--- src/rtl/led_face_scanner.sv ---
// Row-scan driver for a common-row LED dot-matrix face display.
// One active-low row is driven at a time, with green/red column patterns
// taken from one of four built-in face images. Blinking is optional.
module led_face_scanner #(
    parameter int ROWS         = 8,
    parameter int COLS         = 8,
    parameter int SCAN_DIV     = 4,
    parameter int BLINK_FRAMES = 32
) (
    input  logic            clk,
    input  logic            rst,
    input  logic            en,
    input  logic [1:0]      face_sel,
    input  logic            blink_en,
    output logic [ROWS-1:0] hang,
    output logic [COLS-1:0] gre,
    output logic [COLS-1:0] red,
    output logic            frame_done
);
    localparam int RW = $clog2(ROWS);
    localparam int DW = (SCAN_DIV > 1) ? $clog2(SCAN_DIV) : 1;
    localparam int FW = $clog2(2 * BLINK_FRAMES);

    localparam logic [1:0] FACE_LAUGH   = 2'd0;
    localparam logic [1:0] FACE_CRY     = 2'd1;
    localparam logic [1:0] FACE_NEUTRAL = 2'd2;
    localparam logic [1:0] FACE_BLANK   = 2'd3;

    // div/row point at the slot that the next enabled edge puts on the pins
    logic [DW-1:0] div;
    logic [RW-1:0] row;
    logic [FW-1:0] frm;
    logic [1:0]    face;

    logic            row_start, last_div, last_row, last_frm, blink_off;
    logic [1:0]      face_now;
    logic [7:0]      pat;
    logic [ROWS-1:0] onehot;

    // Column pattern of one image row; rows beyond the 8-row image are dark
    function automatic logic [7:0] img_row(input logic [1:0] f, input logic [RW-1:0] r);
        logic [7:0] p;
        p = 8'h00;
        case (int'(r))
            1, 2, 3: p = 8'h66;
            5:       p = (f == FACE_LAUGH) ? 8'h42 : (f == FACE_CRY) ? 8'h18 : 8'h00;
            6:       p = (f == FACE_NEUTRAL) ? 8'h7E : 8'h24;
            7:       p = (f == FACE_LAUGH) ? 8'h18 : (f == FACE_CRY) ? 8'h42 : 8'h00;
            default: p = 8'h00;
        endcase
        if (f == FACE_BLANK) p = 8'h00;
        return p;
    endfunction

    // Decode the next slot: face latch point, wrap points, blink window
    always_comb begin
        row_start = (row == '0) && (div == '0);
        last_div  = (div == DW'(SCAN_DIV - 1));
        last_row  = (row == RW'(ROWS - 1));
        last_frm  = (frm == FW'(2 * BLINK_FRAMES - 1));
        blink_off = blink_en && (frm >= FW'(BLINK_FRAMES));
        face_now  = row_start ? face_sel : face;
        pat       = img_row(face_now, row);
        onehot    = {{(ROWS-1){1'b0}}, 1'b1} << (RW'(ROWS - 1) - row);
    end

    // Scan counters, face latch and registered pin drive
    always_ff @(posedge clk or posedge rst) begin
        if (rst) begin
            div        <= '0;
            row        <= '0;
            frm        <= '0;
            face       <= FACE_BLANK;
            hang       <= '1;
            gre        <= '0;
            red        <= '0;
            frame_done <= 1'b0;
        end else if (en) begin
            face       <= face_now;
            frame_done <= last_row && last_div;
            if (blink_off) begin
                hang <= '1;
                gre  <= '0;
                red  <= '0;
            end else begin
                hang <= ~onehot;
                gre  <= (face_now == FACE_LAUGH || face_now == FACE_NEUTRAL) ? COLS'(pat) : '0;
                red  <= (face_now == FACE_CRY   || face_now == FACE_NEUTRAL) ? COLS'(pat) : '0;
            end
            if (last_div) begin
                div <= '0;
                if (last_row) begin
                    row <= '0;
                    frm <= last_frm ? '0 : frm + 1'b1;
                end else begin
                    row <= row + 1'b1;
                end
            end else begin
                div <= div + 1'b1;
            end
        end else begin
            // Blank while disabled; counters and latched face hold
            hang       <= '1;
            gre        <= '0;
            red        <= '0;
            frame_done <= 1'b0;
        end
    end
endmodule

--- config.mk ---
export PLATFORM = sky130hd
export DESIGN_NAME = led_face_scanner
export DESIGN_NICKNAME = d
export VERILOG_FILES = /design/src/rtl/led_face_scanner.sv
export SDC_FILE = /design/constraint.sdc
export NUM_CORES = 1
export LEC_CHECK = 0
export ABC_CLOCK_PERIOD_IN_PS = 2700
export CAP_MARGIN = 20
export CORE_MARGIN = 4
export CORE_UTILIZATION = 50
export DETAILED_ROUTE_END_ITERATION = 10
export GPL_TIMING_DRIVEN = 0
export PLACE_DENSITY = 0.86
export SYNTH_ARGS = -nofsm -noshare
export SYNTH_HDL_FRONTEND = slang
export SYNTH_SLANG_ARGS = --single-unit
--- constraint.sdc ---
create_clock -name clk -period 2.7 [get_ports clk]
set_input_delay 0.27 -clock clk [delete_from_list [all_inputs] [get_ports clk]]
set_output_delay 0.27 -clock clk [all_outputs]
set_load 0.05 [all_outputs]
==> results of run 1 <==
[metrics by stage]
step / utilization (%) / area, sq um / instances
2_1_floorplan: - / 1506 / 144
3_3_place_gp: 64.36 / 1805 / 201
3_5_place_dp: 64.36 / 1805 / 201
4_1_cts: 65.66 / 1842 / 205
5_1_grt: 66.68 / 1871 / 206
6_report: 66.68 / 1871 / 206
[logic make-up after synthesis]
logic type / count (synthesis) / synth area share, %
simple gates: 44 / 15.73
other cells: 1 / 0.2508
fa+ha+maj: 14 / 11.72
flops: 28 / 47.70
xor+xnor: 2 / 1.172
buf+inv: 25 / 9.288
mux: 4 / 3.682
compound gates: 23 / 10.46
[report_power, final]
group	switching [mW]	leakage [nW]	internal, mW	total [mW]
sequential	0.0818	0.333	0.544	0.626
combinational	0.574	0.531	0.373	0.947
clock	0.127	0.0210	0.0827	0.209
[layout make-up]
type	instances	share of cell area (%)
flip-flops and latches	28	38.13
multi-input cells	91	34.98
repair buffers	27	15.38
clock buffers	4	1.940
well taps	31	2.074
plain buffers	14	5.284
inverters	11	2.207
[cell usage after synthesis]
master                      number  area (sq um)
sky130_fd_sc_hd__o211a_1         1         10.01
sky130_fd_sc_hd__and2_1          3         18.77
sky130_fd_sc_hd__a31oi_1         1         6.260
sky130_fd_sc_hd__nand2_1        11         41.29
sky130_fd_sc_hd__nor2_1          9         33.78
sky130_fd_sc_hd__and2b_2         1         8.760
sky130_fd_sc_hd__a311o_1         1         10.01
sky130_fd_sc_hd__a22oi_1         2         15.01
sky130_fd_sc_hd__o2111ai_1       1         8.760
sky130_fd_sc_hd__nor3_1          1         5.000
sky130_fd_sc_hd__nand4_1         1         6.260
sky130_fd_sc_hd__mux2i_4         1         22.52
sky130_fd_sc_hd__buf_4          10         75.07
sky130_fd_sc_hd__conb_1          1         3.750
sky130_fd_sc_hd__nand3_1         7         35.03
sky130_fd_sc_hd__xnor2_1         2         17.52
sky130_fd_sc_hd__o21ai_0         7         35.03
sky130_fd_sc_hd__nand3b_4        1         20.02
sky130_fd_sc_hd__inv_2           1         3.750
sky130_fd_sc_hd__a21oi_1         3         15.01
sky130_fd_sc_hd__and3_1          4         25.02
sky130_fd_sc_hd__o21a_1          1         7.510
sky130_fd_sc_hd__nor4_1          2         12.51
sky130_fd_sc_hd__mux2i_1         1         10.01
sky130_fd_sc_hd__ha_1           14         175.2
sky130_fd_sc_hd__a22o_1          1         8.760
sky130_fd_sc_hd__inv_1          10         37.54
sky130_fd_sc_hd__a21boi_1        1         7.510
sky130_fd_sc_hd__dfrtp_1        18         450.4
sky130_fd_sc_hd__a41oi_1         1         8.760
sky130_fd_sc_hd__clkbuf_1        3         11.26
sky130_fd_sc_hd__o311ai_1        1         8.760
sky130_fd_sc_hd__nand2b_1        1         6.260
sky130_fd_sc_hd__dfstp_2        10         262.8
sky130_fd_sc_hd__o211ai_1        1         7.510
sky130_fd_sc_hd__nor2b_1         2         12.51
sky130_fd_sc_hd__o31ai_1         1         7.510
sky130_fd_sc_hd__mux2_2          2         22.52
sky130_fd_sc_hd__and4_2          1         10.01
sky130_fd_sc_hd__buf_6           1         11.26
[sequential cells by signal, summed over array words and instances (netlist names)]
name	cells
frame_done	1
div	2
face	2
frm	6
row	3
red	3
hang	8
gre	3
[worst register-to-register path: stages, from the launching register on]
cell and delay (ns):
sky130_fd_sc_hd__dfrtp_1 0.44, sky130_fd_sc_hd__clkbuf_2 0.24, sky130_fd_sc_hd__inv_1 0.10, sky130_fd_sc_hd__ha_1 0.26, sky130_fd_sc_hd__nand3b_4 0.13, sky130_fd_sc_hd__mux2i_1 0.35, sky130_fd_sc_hd__inv_1 0.12, sky130_fd_sc_hd__ha_1 0.22
sky130_fd_sc_hd__a22o_1 0.21, sky130_fd_sc_hd__a22oi_1 0.20, sky130_fd_sc_hd__nor4_1 0.08
[how the worst max path moves through the flow]
stage	from	endpoint	slack, ns
floorplan	row[1]$_DFFE_PP0P_	gre[4]$_DFF_PP0_	0.51
global placement	row[1]$_DFFE_PP0P_	gre[4]$_DFF_PP0_	0.26
detailed placement	row[1]$_DFFE_PP0P_	gre[4]$_DFF_PP0_	0.13
CTS	row[1]$_DFFE_PP0P_	gre[1]$_DFF_PP0_	0.09
global route	row[1]$_DFFE_PP0P_	gre[4]$_DFF_PP0_	0.02
finish	row[1]$_DFFE_PP0P_	gre[4]$_DFF_PP0_	0.25
[cell usage in the layout, fill, tap and decap left out, drive strengths merged, types with 2 or more instances in the layout]
master / instances
clkdlybuf4s50: 26
dfrtp: 18
ha: 14
buf: 12
nand2: 11
inv: 11
dfstp: 10
nor2: 9
o21ai: 7
nand3: 7
clkbuf: 7
and3: 4
conb: 4
a21oi: 3
and2: 3
nor2b: 2
a22oi: 2
mux2: 2
nor4: 2
xnor2: 2
mux2i: 2
[metal layers]
layer | global-route usage (%) | part of all wire, %
met1 | 17.71 | 43
met2 | 25.83 | 50
met3 | 3.237 | 4.3
met4 | 6.612 | 2.1
met5 | 0 | 0
==> run_summary.xml, run 1 <==
<?xml version="1.0" encoding="UTF-8"?>
<metrics>
  <group name="route">
    <metric name="avgRoutedWirePerCell" unit="microns">13.53</metric>
    <metric name="finalWirelength" unit="microns">2787</metric>
    <metric name="route.vias.total" unit="">1064</metric>
    <metric name="route.detailed.vias_per_inst" unit="">5.165</metric>
    <metric name="drt_iter0_markers" unit="">11</metric>
    <metric name="drc_errors" unit="">0</metric>
    <metric name="drt.antenna.violating_nets" unit="">0</metric>
    <metric name="drt-pass1-iter-count" unit="">4</metric>
  </group>
  <group name="place">
    <metric name="gp_congestion" unit="">0.8366</metric>
    <metric name="dp_worst_setup_slack" unit="ns">0.1303</metric>
    <metric name="numPortBuffers" unit="">26</metric>
    <metric name="dp.final_hpwl" unit="microns">2117</metric>
  </group>
  <group name="cts">
    <metric name="cts_hold_buffers" unit="">0</metric>
    <metric name="clk_latency" unit="ns">0.33</metric>
    <metric name="cts_tree" unit="">built</metric>
    <metric name="clkTransAtPathRegs" unit="ns">0.15</metric>
    <metric name="cts.path.max_buffers" unit="">2</metric>
    <metric name="cts_num_sinks" unit="">28</metric>
    <metric name="cts.htree.levels" unit="">1</metric>
    <metric name="post_cts_buffers" unit="">0</metric>
    <metric name="cts_buffers" unit="">3</metric>
    <metric name="cts-resized-gates" unit="">0</metric>
    <metric name="cts_root_buf" unit="">sky130_fd_sc_hd__clkbuf_4</metric>
  </group>
  <group name="cells_and_area">
    <metric name="n_fill_cell" unit="">217</metric>
    <metric name="drive_gt1_share" unit="%">19.43</metric>
    <metric name="areaGrowthSynthToFinish" unit="%">25.10</metric>
    <metric name="area_used_by_sequential_logic_in_the_layout" unit="sq um">713.2</metric>
    <metric name="fin_nets" unit="">196</metric>
    <metric name="antennaDiodeCount" unit="">0</metric>
    <metric name="multi_input_comb_area" unit="sq um">654.4</metric>
  </group>
  <group name="timing">
    <metric name="setup_viol" unit="">0</metric>
    <metric name="layout_setup_ws" unit="ns">0.2480</metric>
    <metric name="rsz0062_at_grt" unit="">false</metric>
    <metric name="holdWs" unit="ns">0.2485</metric>
    <metric name="fin_crit_sh" unit="%">90.81</metric>
    <metric name="final.setup.tns" unit="ns">0</metric>
    <metric name="timing.final.hold_violations" unit="">0</metric>
    <metric name="skew" unit="ns">0.001540</metric>
    <metric name="rel_slew_slack" unit="%">61.81</metric>
    <metric name="finalCriticalPeriod" unit="ns">2.452</metric>
    <metric name="fmax" unit="MHz">407.8</metric>
    <metric name="worst-slew-pin-transition" unit="ns">0.5716</metric>
    <metric name="timing_max_transition_violations_final" unit="">0</metric>
  </group>
  <group name="floorplanning">
    <metric name="floorplan.initialDensity" unit="%">53.30</metric>
    <metric name="row_count" unit="">19</metric>
    <metric name="die-area" unit="sq um">3929</metric>
    <metric name="die-height" unit="microns">62.69</metric>
    <metric name="coreArea" unit="sq um">2805</metric>
    <metric name="die-width" unit="microns">62.69</metric>
    <metric name="boundaryPins" unit="">31</metric>
  </group>
  <group name="yosys">
    <metric name="syn_avg_cell_area" unit="sq um">10.60</metric>
    <metric name="synth.yosys.seq_area_share" unit="%">47.70</metric>
    <metric name="yosysWarningCount" unit="">0</metric>
    <metric name="post_synth_instance_area" unit="sq um">1495</metric>
    <metric name="yosysUniqueCellTypes" unit="">40</metric>
    <metric name="postSynthRegisterBits" unit="">28</metric>
    <metric name="syn_inst" unit="">141</metric>
  </group>
  <group name="setup_path">
    <metric name="cp.buffers_inverters" unit="">3</metric>
    <metric name="register_to_register_path_setup_slack" unit="ns">0.25</metric>
    <metric name="required" unit="ns">2.93</metric>
    <metric name="arrival" unit="ns">2.68</metric>
    <metric name="criticalPathCategory" unit="">register to register</metric>
    <metric name="r2r.worst_path.cells" unit="">10</metric>
    <metric name="critPathMaxStageDelay" unit="ns">0.44</metric>
    <metric name="timing.rr.start" unit="">row[1]$_DFFE_PP0P_</metric>
    <metric name="cp-start-kind" unit="">register</metric>
    <metric name="crit_path_end_kind" unit="">register</metric>
    <metric name="crit_fanout" unit="">10</metric>
    <metric name="cpLargestDelayFamily" unit="">adder cells</metric>
    <metric name="worstReg2RegEnd" unit="">gre[4]$_DFF_PP0_</metric>
    <metric name="timing.critical_path.cells" unit="">clkbuf_2 -&gt; inv_1 -&gt; ha_1 -&gt; nand3b_4 -&gt; mux2i_1 -&gt; inv_1 -&gt; ha_1 -&gt; a22o_1 -&gt; a22oi_1 -&gt; nor4_1</metric>
    <metric name="cell_with_the_largest_stage_delay_on_the_worst_path" unit="">sky130_fd_sc_hd__dfrtp_1</metric>
    <metric name="cp_num_cells" unit="">10</metric>
  </group>
  <group name="power_and_ir_drop">
    <metric name="power.leakage" unit="nW">0.8847</metric>
    <metric name="worst_ir_drop_vdd" unit="mV">0.4958</metric>
    <metric name="finalPower" unit="mW">1.783</metric>
    <metric name="p_per_area" unit="nW/um^2">953.1</metric>
  </group>
  <group name="global_routing">
    <metric name="globalRouteTotalUtil" unit="%">14.94</metric>
    <metric name="grt_pass1_wl" unit="microns">4692</metric>
    <metric name="grt_start_max_net_pins" unit="">29</metric>
    <metric name="grt_pass1_vias" unit="">1021</metric>
    <metric name="grt_remaining_overflow" unit="">0</metric>
    <metric name="grt_antenna_before_repair" unit="">0</metric>
  </group>
  <group name="flow_run">
    <metric name="maxCapViolCount" unit="">0</metric>
  </group>
  <group name="min_path">
    <metric name="hold_path.class" unit="">primary input to async pin</metric>
  </group>
  <group name="status">
    <metric name="run_status" unit="">finished clean</metric>
  </group>
</metrics>
No activity file was read; power rests on OpenSTA's default activity.
==> run 2, diff against run 1 <==
--- a/config.mk
+++ b/config.mk
@@ -7,6 +7,7 @@
 export LEC_CHECK = 0
 export ABC_CLOCK_PERIOD_IN_PS = 2700
 export CAP_MARGIN = 20
+export CORE_ASPECT_RATIO = 0.7
 export CORE_MARGIN = 4
 export CORE_UTILIZATION = 50
 export DETAILED_ROUTE_END_ITERATION = 10
==> run_summary.xml, run 2 (synthesis results as in run 1) <==
<?xml version="1.0" encoding="UTF-8"?>
<metrics>
  <group name="status">
    <metric name="run_status" unit="">finished clean</metric>
  </group>
  <group name="route">
    <metric name="route.vias.total" unit="">1080</metric>
    <metric name="drt-pass1-iter-count" unit="">4</metric>
    <metric name="drt_iter0_markers" unit="">43</metric>
    <metric name="drt.antenna.violating_nets" unit="">0</metric>
    <metric name="avgRoutedWirePerCell" unit="microns">12.95</metric>
    <metric name="finalWirelength" unit="microns">2733</metric>
    <metric name="drc_errors" unit="">0</metric>
    <metric name="route.detailed.vias_per_inst" unit="">5.118</metric>
  </group>
  <group name="cts">
    <metric name="cts_hold_buffers" unit="">0</metric>
    <metric name="cts_buffers" unit="">3</metric>
    <metric name="clkTransAtPathRegs" unit="ns">0.09</metric>
    <metric name="cts_num_sinks" unit="">28</metric>
    <metric name="post_cts_buffers" unit="">0</metric>
    <metric name="clk_latency" unit="ns">0.28</metric>
    <metric name="cts.path.max_buffers" unit="">2</metric>
    <metric name="cts_root_buf" unit="">sky130_fd_sc_hd__clkbuf_8</metric>
    <metric name="cts_tree" unit="">built</metric>
    <metric name="cts-resized-gates" unit="">0</metric>
    <metric name="cts.htree.levels" unit="">1</metric>
  </group>
  <group name="power_and_ir_drop">
    <metric name="p_per_area" unit="nW/um^2">997.3</metric>
    <metric name="worst_ir_drop_vdd" unit="mV">0.5867</metric>
    <metric name="power.leakage" unit="nW">0.8941</metric>
  </group>
  <group name="cells_and_area">
    <metric name="largest_reg_flops" unit="">8</metric>
    <metric name="drive_gt1_share" unit="%">19.43</metric>
    <metric name="multi_input_comb_area" unit="sq um">654.4</metric>
    <metric name="max_flop_register" unit="">hang</metric>
    <metric name="area_used_by_sequential_logic_in_the_layout" unit="sq um">713.2</metric>
    <metric name="layout.cells.most_common" unit="">sky130_fd_sc_hd__clkdlybuf4s50_1</metric>
    <metric name="antennaDiodeCount" unit="">0</metric>
    <metric name="layout.cells.most_common_list" unit="">26 x sky130_fd_sc_hd__clkdlybuf4s50_1, 18 x sky130_fd_sc_hd__dfrtp_1, 14 x sky130_fd_sc_hd__ha_1</metric>
    <metric name="n_fill_cell" unit="">210</metric>
    <metric name="fin_nets" unit="">196</metric>
    <metric name="areaGrowthSynthToFinish" unit="%">27.03</metric>
    <metric name="registers_with_the_highest_flip_flop_counts" unit="">hang (8), frm (6)</metric>
  </group>
  <group name="flow_run">
    <metric name="maxCapViolCount" unit="">0</metric>
  </group>
  <group name="setup_path">
    <metric name="timing.critical_path.cells" unit="">clkbuf_2 -&gt; inv_1 -&gt; ha_1 -&gt; nand3b_4 -&gt; mux2i_1 -&gt; inv_1 -&gt; ha_1 -&gt; a22o_1 -&gt; a22oi_1 -&gt; nor4_1</metric>
    <metric name="register_to_register_path_setup_slack" unit="ns">0.28</metric>
    <metric name="criticalPathCategory" unit="">register to register</metric>
    <metric name="crit_fanout" unit="">10</metric>
    <metric name="required" unit="ns">2.86</metric>
    <metric name="crit_path_end_kind" unit="">register</metric>
    <metric name="critPathMaxStageDelay" unit="ns">0.43</metric>
    <metric name="cell_with_the_largest_stage_delay_on_the_worst_path" unit="">sky130_fd_sc_hd__dfrtp_1</metric>
    <metric name="arrival" unit="ns">2.58</metric>
    <metric name="cp-start-kind" unit="">register</metric>
    <metric name="r2r.worst_path.cells" unit="">10</metric>
  </group>
  <group name="global_routing">
    <metric name="grt_pass1_wl" unit="microns">4588</metric>
    <metric name="globalRouteTotalUtil" unit="%">16.05</metric>
    <metric name="grt_antenna_before_repair" unit="">0</metric>
    <metric name="grt_remaining_overflow" unit="">0</metric>
    <metric name="grt_pass1_vias" unit="">1006</metric>
    <metric name="grt_start_max_net_pins" unit="">29</metric>
  </group>
  <group name="floorplanning">
    <metric name="die-area" unit="sq um">3943</metric>
    <metric name="floorplan.initialDensity" unit="%">52.97</metric>
    <metric name="coreArea" unit="sq um">2823</metric>
    <metric name="row_count" unit="">16</metric>
    <metric name="die-width" unit="microns">73.36</metric>
    <metric name="die-height" unit="microns">53.75</metric>
    <metric name="boundaryPins" unit="">31</metric>
  </group>
  <group name="timing">
    <metric name="rel_slew_slack" unit="%">58.42</metric>
    <metric name="timing.final.hold_violations" unit="">0</metric>
    <metric name="skew" unit="ns">0.006716</metric>
    <metric name="finalCriticalPeriod" unit="ns">2.420</metric>
    <metric name="setup_viol" unit="">0</metric>
    <metric name="final.setup.tns" unit="ns">0</metric>
    <metric name="worst-slew-pin-transition" unit="ns">0.6224</metric>
    <metric name="rsz0062_at_grt" unit="">false</metric>
    <metric name="timing_max_transition_violations_final" unit="">0</metric>
    <metric name="fmax" unit="MHz">413.2</metric>
    <metric name="fin_crit_sh" unit="%">89.64</metric>
    <metric name="holdWs" unit="ns">0.3375</metric>
  </group>
  <group name="place">
    <metric name="numPortBuffers" unit="">26</metric>
    <metric name="gp_congestion" unit="">0.7845</metric>
    <metric name="dp.final_hpwl" unit="microns">2040</metric>
  </group>
  <group name="min_path">
    <metric name="hold_path.class" unit="">primary input to async pin</metric>
  </group>
</metrics>
[run 2: changes by cell type in the layout (fill, tap and decap cells not counted), sizes merged]
cell and change:
bufinv +1, clkbuf -1
[run 2: routing by layer]
| metal | part of all wire, % | global-route usage (%) | routed length [microns] |
|---|---|---|---|
| met1 | 46 | 19.93 | 1244 |
| met2 | 43 | 24.63 | 1178 |
| met3 | 7.6 | 4.664 | 209 |
| met4 | 3.7 | 10.54 | 101 |
| met5 | 0 | 0 | 0 |
[run 2: critical path, delay by kind of cell, from the launching register on]
kind	cells	cell delay [ns]
adders and majority gates	2	0.47
buffers and inverters	3	0.44
DFF	1	0.43
AOI/OAI and AO/OA	2	0.41
muxes	1	0.35
and+or+nand+nor	2	0.20
[run 2: path summary, 6_finish.rpt]
check	from	to
max	row[1]$_DFFE_PP0P_	gre[4]$_DFF_PP0_
min reg2reg	face[1]$_DFFE_PP1P_	face[1]$_DFFE_PP1P_
min	rst	gre[5]$_DFF_PP0_
max in group asynchronous	rst	face[0]$_DFFE_PP1P_
min in group clk	face[1]$_DFFE_PP1P_	face[1]$_DFFE_PP1P_
max reg2reg	row[1]$_DFFE_PP0P_	gre[4]$_DFF_PP0_
[run 2: per-stage QoR]
stage	util (%)	instance area [sq um]	setup WS, ns	cells	total power, mW
2_1_floorplan	-	1506	0.5063	144	1.327
5_1_grt	67.29	1899	0.05575	211	2.028
3_3_place_gp	64.18	1812	0.2371	206	1.515
4_1_cts	66.71	1883	0.1535	210	1.898
3_5_place_dp	64.18	1812	0.1687	206	1.561
6_report	67.29	1899	0.2798	211	1.894
[run 2: layout make-up]
class / count / area share [%]
Buffer: 14 / 5.204
Clock buffer: 3 / 2.174
Clock inverter: 1 / 1.581
Inverter: 11 / 2.174
Multi-Input combinational cell: 91 / 34.45
Sequential cell: 28 / 37.55
Tap cell: 36 / 2.372
Timing Repair Buffer: 27 / 14.49
[run 2: power by group]
part | switching (mW) | internal, mW | leakage (nW) | total [mW]
clock network | 0.131 | 0.199 | 0.0357 | 0.330
logic | 0.566 | 0.369 | 0.525 | 0.934
registers | 0.0848 | 0.545 | 0.333 | 0.630
==> run 3, diff against run 2 <==
==> config.mk (replaced) <==
export PLATFORM = sky130hd
export DESIGN_NAME = led_face_scanner
export DESIGN_NICKNAME = d
export VERILOG_FILES = /design/src/rtl/led_face_scanner.sv
export SDC_FILE = /design/constraint.sdc
export NUM_CORES = 1
export LEC_CHECK = 0
export ABC_CLOCK_PERIOD_IN_PS = 2800
export CAP_MARGIN = 20
export CORE_ASPECT_RATIO = 0.7
export CORE_MARGIN = 2
export CORE_UTILIZATION = 54
export CTS_CLUSTER_SIZE = 12
export DETAILED_ROUTE_END_ITERATION = 10
export GPL_TIMING_DRIVEN = 0
export PLACE_DENSITY = 0.92
export SYNTH_ARGS = -nofsm -noshare
export SYNTH_HDL_FRONTEND = slang
export SYNTH_SLANG_ARGS = --single-unit
==> constraint.sdc (replaced) <==
create_clock -name clk -period 2.8 [get_ports clk]
set_input_delay 0.28 -clock clk [delete_from_list [all_inputs] [get_ports clk]]
set_output_delay 0.28 -clock clk [all_outputs]
set_load 0.05 [all_outputs]
==> run_summary.xml, run 3 (synthesis results as in run 1) <==
<?xml version="1.0" encoding="UTF-8"?>
<metrics>
  <group name="global_routing">
    <metric name="grt_pass1_vias" unit="">1028</metric>
    <metric name="grt_start_max_net_pins" unit="">29</metric>
    <metric name="grt_pass1_wl" unit="microns">4436</metric>
    <metric name="grt_remaining_overflow" unit="">0</metric>
    <metric name="globalRouteTotalUtil" unit="%">18.93</metric>
    <metric name="grt_antenna_before_repair" unit="">0</metric>
  </group>
  <group name="route">
    <metric name="met3_wire_len" unit="microns">170</metric>
    <metric name="route.detailed.vias_per_inst" unit="">5.330</metric>
    <metric name="avgRoutedWirePerCell" unit="microns">13.07</metric>
    <metric name="drt_iter0_markers" unit="">45</metric>
    <metric name="drt.antenna.violating_nets" unit="">0</metric>
    <metric name="finalWirelength" unit="microns">2731</metric>
    <metric name="wl_met1" unit="microns">1208</metric>
    <metric name="drc_errors" unit="">0</metric>
    <metric name="drt-pass1-iter-count" unit="">4</metric>
    <metric name="route.vias.total" unit="">1114</metric>
    <metric name="highest_metal_layer_used_by_the_detailed_router" unit="">met4</metric>
    <metric name="met2_routed_wirelength" unit="microns">1331</metric>
  </group>
  <group name="cells_and_area">
    <metric name="fin_nets" unit="">196</metric>
    <metric name="registers_with_the_highest_flip_flop_counts" unit="">hang (8), frm (6)</metric>
    <metric name="drive_gt1_share" unit="%">19.43</metric>
    <metric name="antennaDiodeCount" unit="">0</metric>
    <metric name="layout.cells.most_common_list" unit="">26 x sky130_fd_sc_hd__clkdlybuf4s50_1, 18 x sky130_fd_sc_hd__dfrtp_1, 14 x sky130_fd_sc_hd__ha_1</metric>
    <metric name="final_cell_count_no_fill" unit="">209</metric>
    <metric name="areaGrowthSynthToFinish" unit="%">26.86</metric>
    <metric name="max_flop_register" unit="">hang</metric>
    <metric name="layout.cells.most_common" unit="">sky130_fd_sc_hd__clkdlybuf4s50_1</metric>
    <metric name="largest_reg_flops" unit="">8</metric>
  </group>
  <group name="power_and_ir_drop">
    <metric name="comb_power_share" unit="%">49.7</metric>
    <metric name="p_per_area" unit="nW/um^2">961.9</metric>
    <metric name="clockPowerShare" unit="%">16.8</metric>
    <metric name="power_frac_seq" unit="%">33.5</metric>
    <metric name="power.leakage" unit="nW">0.8941</metric>
    <metric name="cell_internal_pwr" unit="mW">1.073</metric>
    <metric name="worst_ir_drop_vdd" unit="mV">0.5743</metric>
    <metric name="finalPower" unit="mW">1.825</metric>
    <metric name="power.share.switching" unit="%">41.21</metric>
    <metric name="net-switching-power" unit="mW">0.7520</metric>
  </group>
  <group name="setup_path">
    <metric name="timing.critical_path.cells" unit="">clkbuf_2 -&gt; inv_1 -&gt; ha_1 -&gt; nand3b_4 -&gt; mux2i_1 -&gt; inv_1 -&gt; ha_1 -&gt; a22o_1 -&gt; a22oi_1 -&gt; nor4_1</metric>
    <metric name="arrival" unit="ns">2.64</metric>
    <metric name="cell_with_the_largest_stage_delay_on_the_worst_path" unit="">sky130_fd_sc_hd__dfrtp_1</metric>
    <metric name="timing.rr.start" unit="">row[1]$_DFFE_PP0P_</metric>
    <metric name="criticalPathCategory" unit="">register to register</metric>
    <metric name="worstReg2RegEnd" unit="">gre[4]$_DFF_PP0_</metric>
    <metric name="critPathMaxStageDelay" unit="ns">0.43</metric>
    <metric name="required" unit="ns">2.94</metric>
    <metric name="register_to_register_path_setup_slack" unit="ns">0.30</metric>
    <metric name="crit_fanout" unit="">10</metric>
    <metric name="r2r.worst_path.cells" unit="">10</metric>
    <metric name="crit_path_end_kind" unit="">register</metric>
    <metric name="cp-start-kind" unit="">register</metric>
  </group>
  <group name="floorplanning">
    <metric name="boundaryPins" unit="">31</metric>
    <metric name="die-area" unit="sq um">3212</metric>
    <metric name="floorplan.initialDensity" unit="%">58.58</metric>
    <metric name="die-height" unit="microns">48.03</metric>
    <metric name="die-width" unit="microns">66.89</metric>
    <metric name="coreArea" unit="sq um">2552</metric>
    <metric name="row_count" unit="">15</metric>
  </group>
  <group name="timing">
    <metric name="worst-slew-pin-transition" unit="ns">0.6437</metric>
    <metric name="fmax" unit="MHz">400.7</metric>
    <metric name="rel_slew_slack" unit="%">56.99</metric>
    <metric name="timing_max_transition_violations_final" unit="">0</metric>
    <metric name="rsz0062_at_grt" unit="">false</metric>
    <metric name="fin_crit_sh" unit="%">89.13</metric>
    <metric name="final.setup.tns" unit="ns">0</metric>
    <metric name="setup_viol" unit="">0</metric>
    <metric name="layout_setup_ws" unit="ns">0.3044</metric>
    <metric name="timing.final.hold_violations" unit="">0</metric>
    <metric name="finalCriticalPeriod" unit="ns">2.496</metric>
    <metric name="holdWs" unit="ns">0.3375</metric>
    <metric name="skew" unit="ns">0.008478</metric>
  </group>
  <group name="place">
    <metric name="gp_congestion" unit="">0.7869</metric>
    <metric name="dp_worst_setup_slack" unit="ns">0.2207</metric>
    <metric name="dp.final_hpwl" unit="microns">2088</metric>
    <metric name="placed_cells" unit="">204</metric>
    <metric name="numPortBuffers" unit="">26</metric>
  </group>
  <group name="cts">
    <metric name="cts_hold_buffers" unit="">0</metric>
    <metric name="cts.htree.levels" unit="">1</metric>
    <metric name="cts-resized-gates" unit="">0</metric>
    <metric name="cts_num_sinks" unit="">28</metric>
    <metric name="clk_latency" unit="ns">0.27</metric>
    <metric name="cts_tree" unit="">built</metric>
    <metric name="clkTransAtPathRegs" unit="ns">0.09</metric>
    <metric name="cts_buffers" unit="">3</metric>
    <metric name="cts_root_buf" unit="">sky130_fd_sc_hd__clkbuf_8</metric>
    <metric name="cts.path.max_buffers" unit="">2</metric>
    <metric name="post_cts_buffers" unit="">0</metric>
  </group>
  <group name="min_path">
    <metric name="hold_path.class" unit="">primary input to async pin</metric>
  </group>
  <group name="flow_run">
    <metric name="maxCapViolCount" unit="">0</metric>
  </group>
  <group name="status">
    <metric name="run_status" unit="">finished clean</metric>
  </group>
</metrics>
-- run 3: worst max-delay path by stage --
stage                        from                to  slack (ns)  cells after the start
2_1_floorplan  row[1]$_DFFE_PP0P_  gre[4]$_DFF_PP0_        0.61                     10
3_3_place_gp   row[1]$_DFFE_PP0P_  gre[4]$_DFF_PP0_        0.36                     10
3_5_place_dp   row[1]$_DFFE_PP0P_  gre[4]$_DFF_PP0_        0.22                     10
4_1_cts        row[1]$_DFFE_PP0P_  gre[4]$_DFF_PP0_        0.20                     10
5_1_grt        row[1]$_DFFE_PP0P_  gre[4]$_DFF_PP0_        0.10                     10
6_report       row[1]$_DFFE_PP0P_  gre[4]$_DFF_PP0_        0.30                     10
-- run 3: critical path, delay by kind of cell (launching register included) --
family,cells,cell delay (ns)
buffers and inverters,3,0.44
muxes,1,0.36
DFF,1,0.43
adders and majority gates,2,0.46
AOI/OAI and AO/OA,2,0.46
and+or+nand+nor,2,0.20
-- run 3: power groups by stage --
stage          combinational (mW)  sequential [mW]  clock [mW]
2_1_floorplan               0.564            0.716           0
3_3_place_gp                0.851            0.603           0
3_5_place_dp                0.894            0.615           0
4_1_cts                     0.899            0.610       0.319
5_1_grt                     0.981            0.627       0.334
6_report                    0.906            0.611       0.307
-- run 3: through the flow --
step	utilization [%]	cell area [sq um]
6_report	74.31	1897
5_1_grt	74.31	1897
4_1_cts	73.68	1881
3_5_place_dp	70.88	1809
3_3_place_gp	70.88	1809
2_1_floorplan	-	1506
-- run 3: area by class of cell --
cell class | count | area, sq um
Sequential cell | 28 | 713.2
Fill cell | 189 | 655.6
Multi-Input combinational cell | 91 | 654.4
Timing Repair Buffer | 27 | 275.3
Buffer | 14 | 98.84
Tap cell | 34 | 42.54
Clock buffer | 3 | 41.29
Inverter | 11 | 41.29
Clock inverter | 1 | 30.03
-- run 3: routing by layer --
layer / track usage [%] / vias to the layer above
met2: 35.00 / 47
li1: - / 532
met4: 6.122 / 0
met3: 4.706 / 4
met5: 0 / -
met1: 22.46 / 531
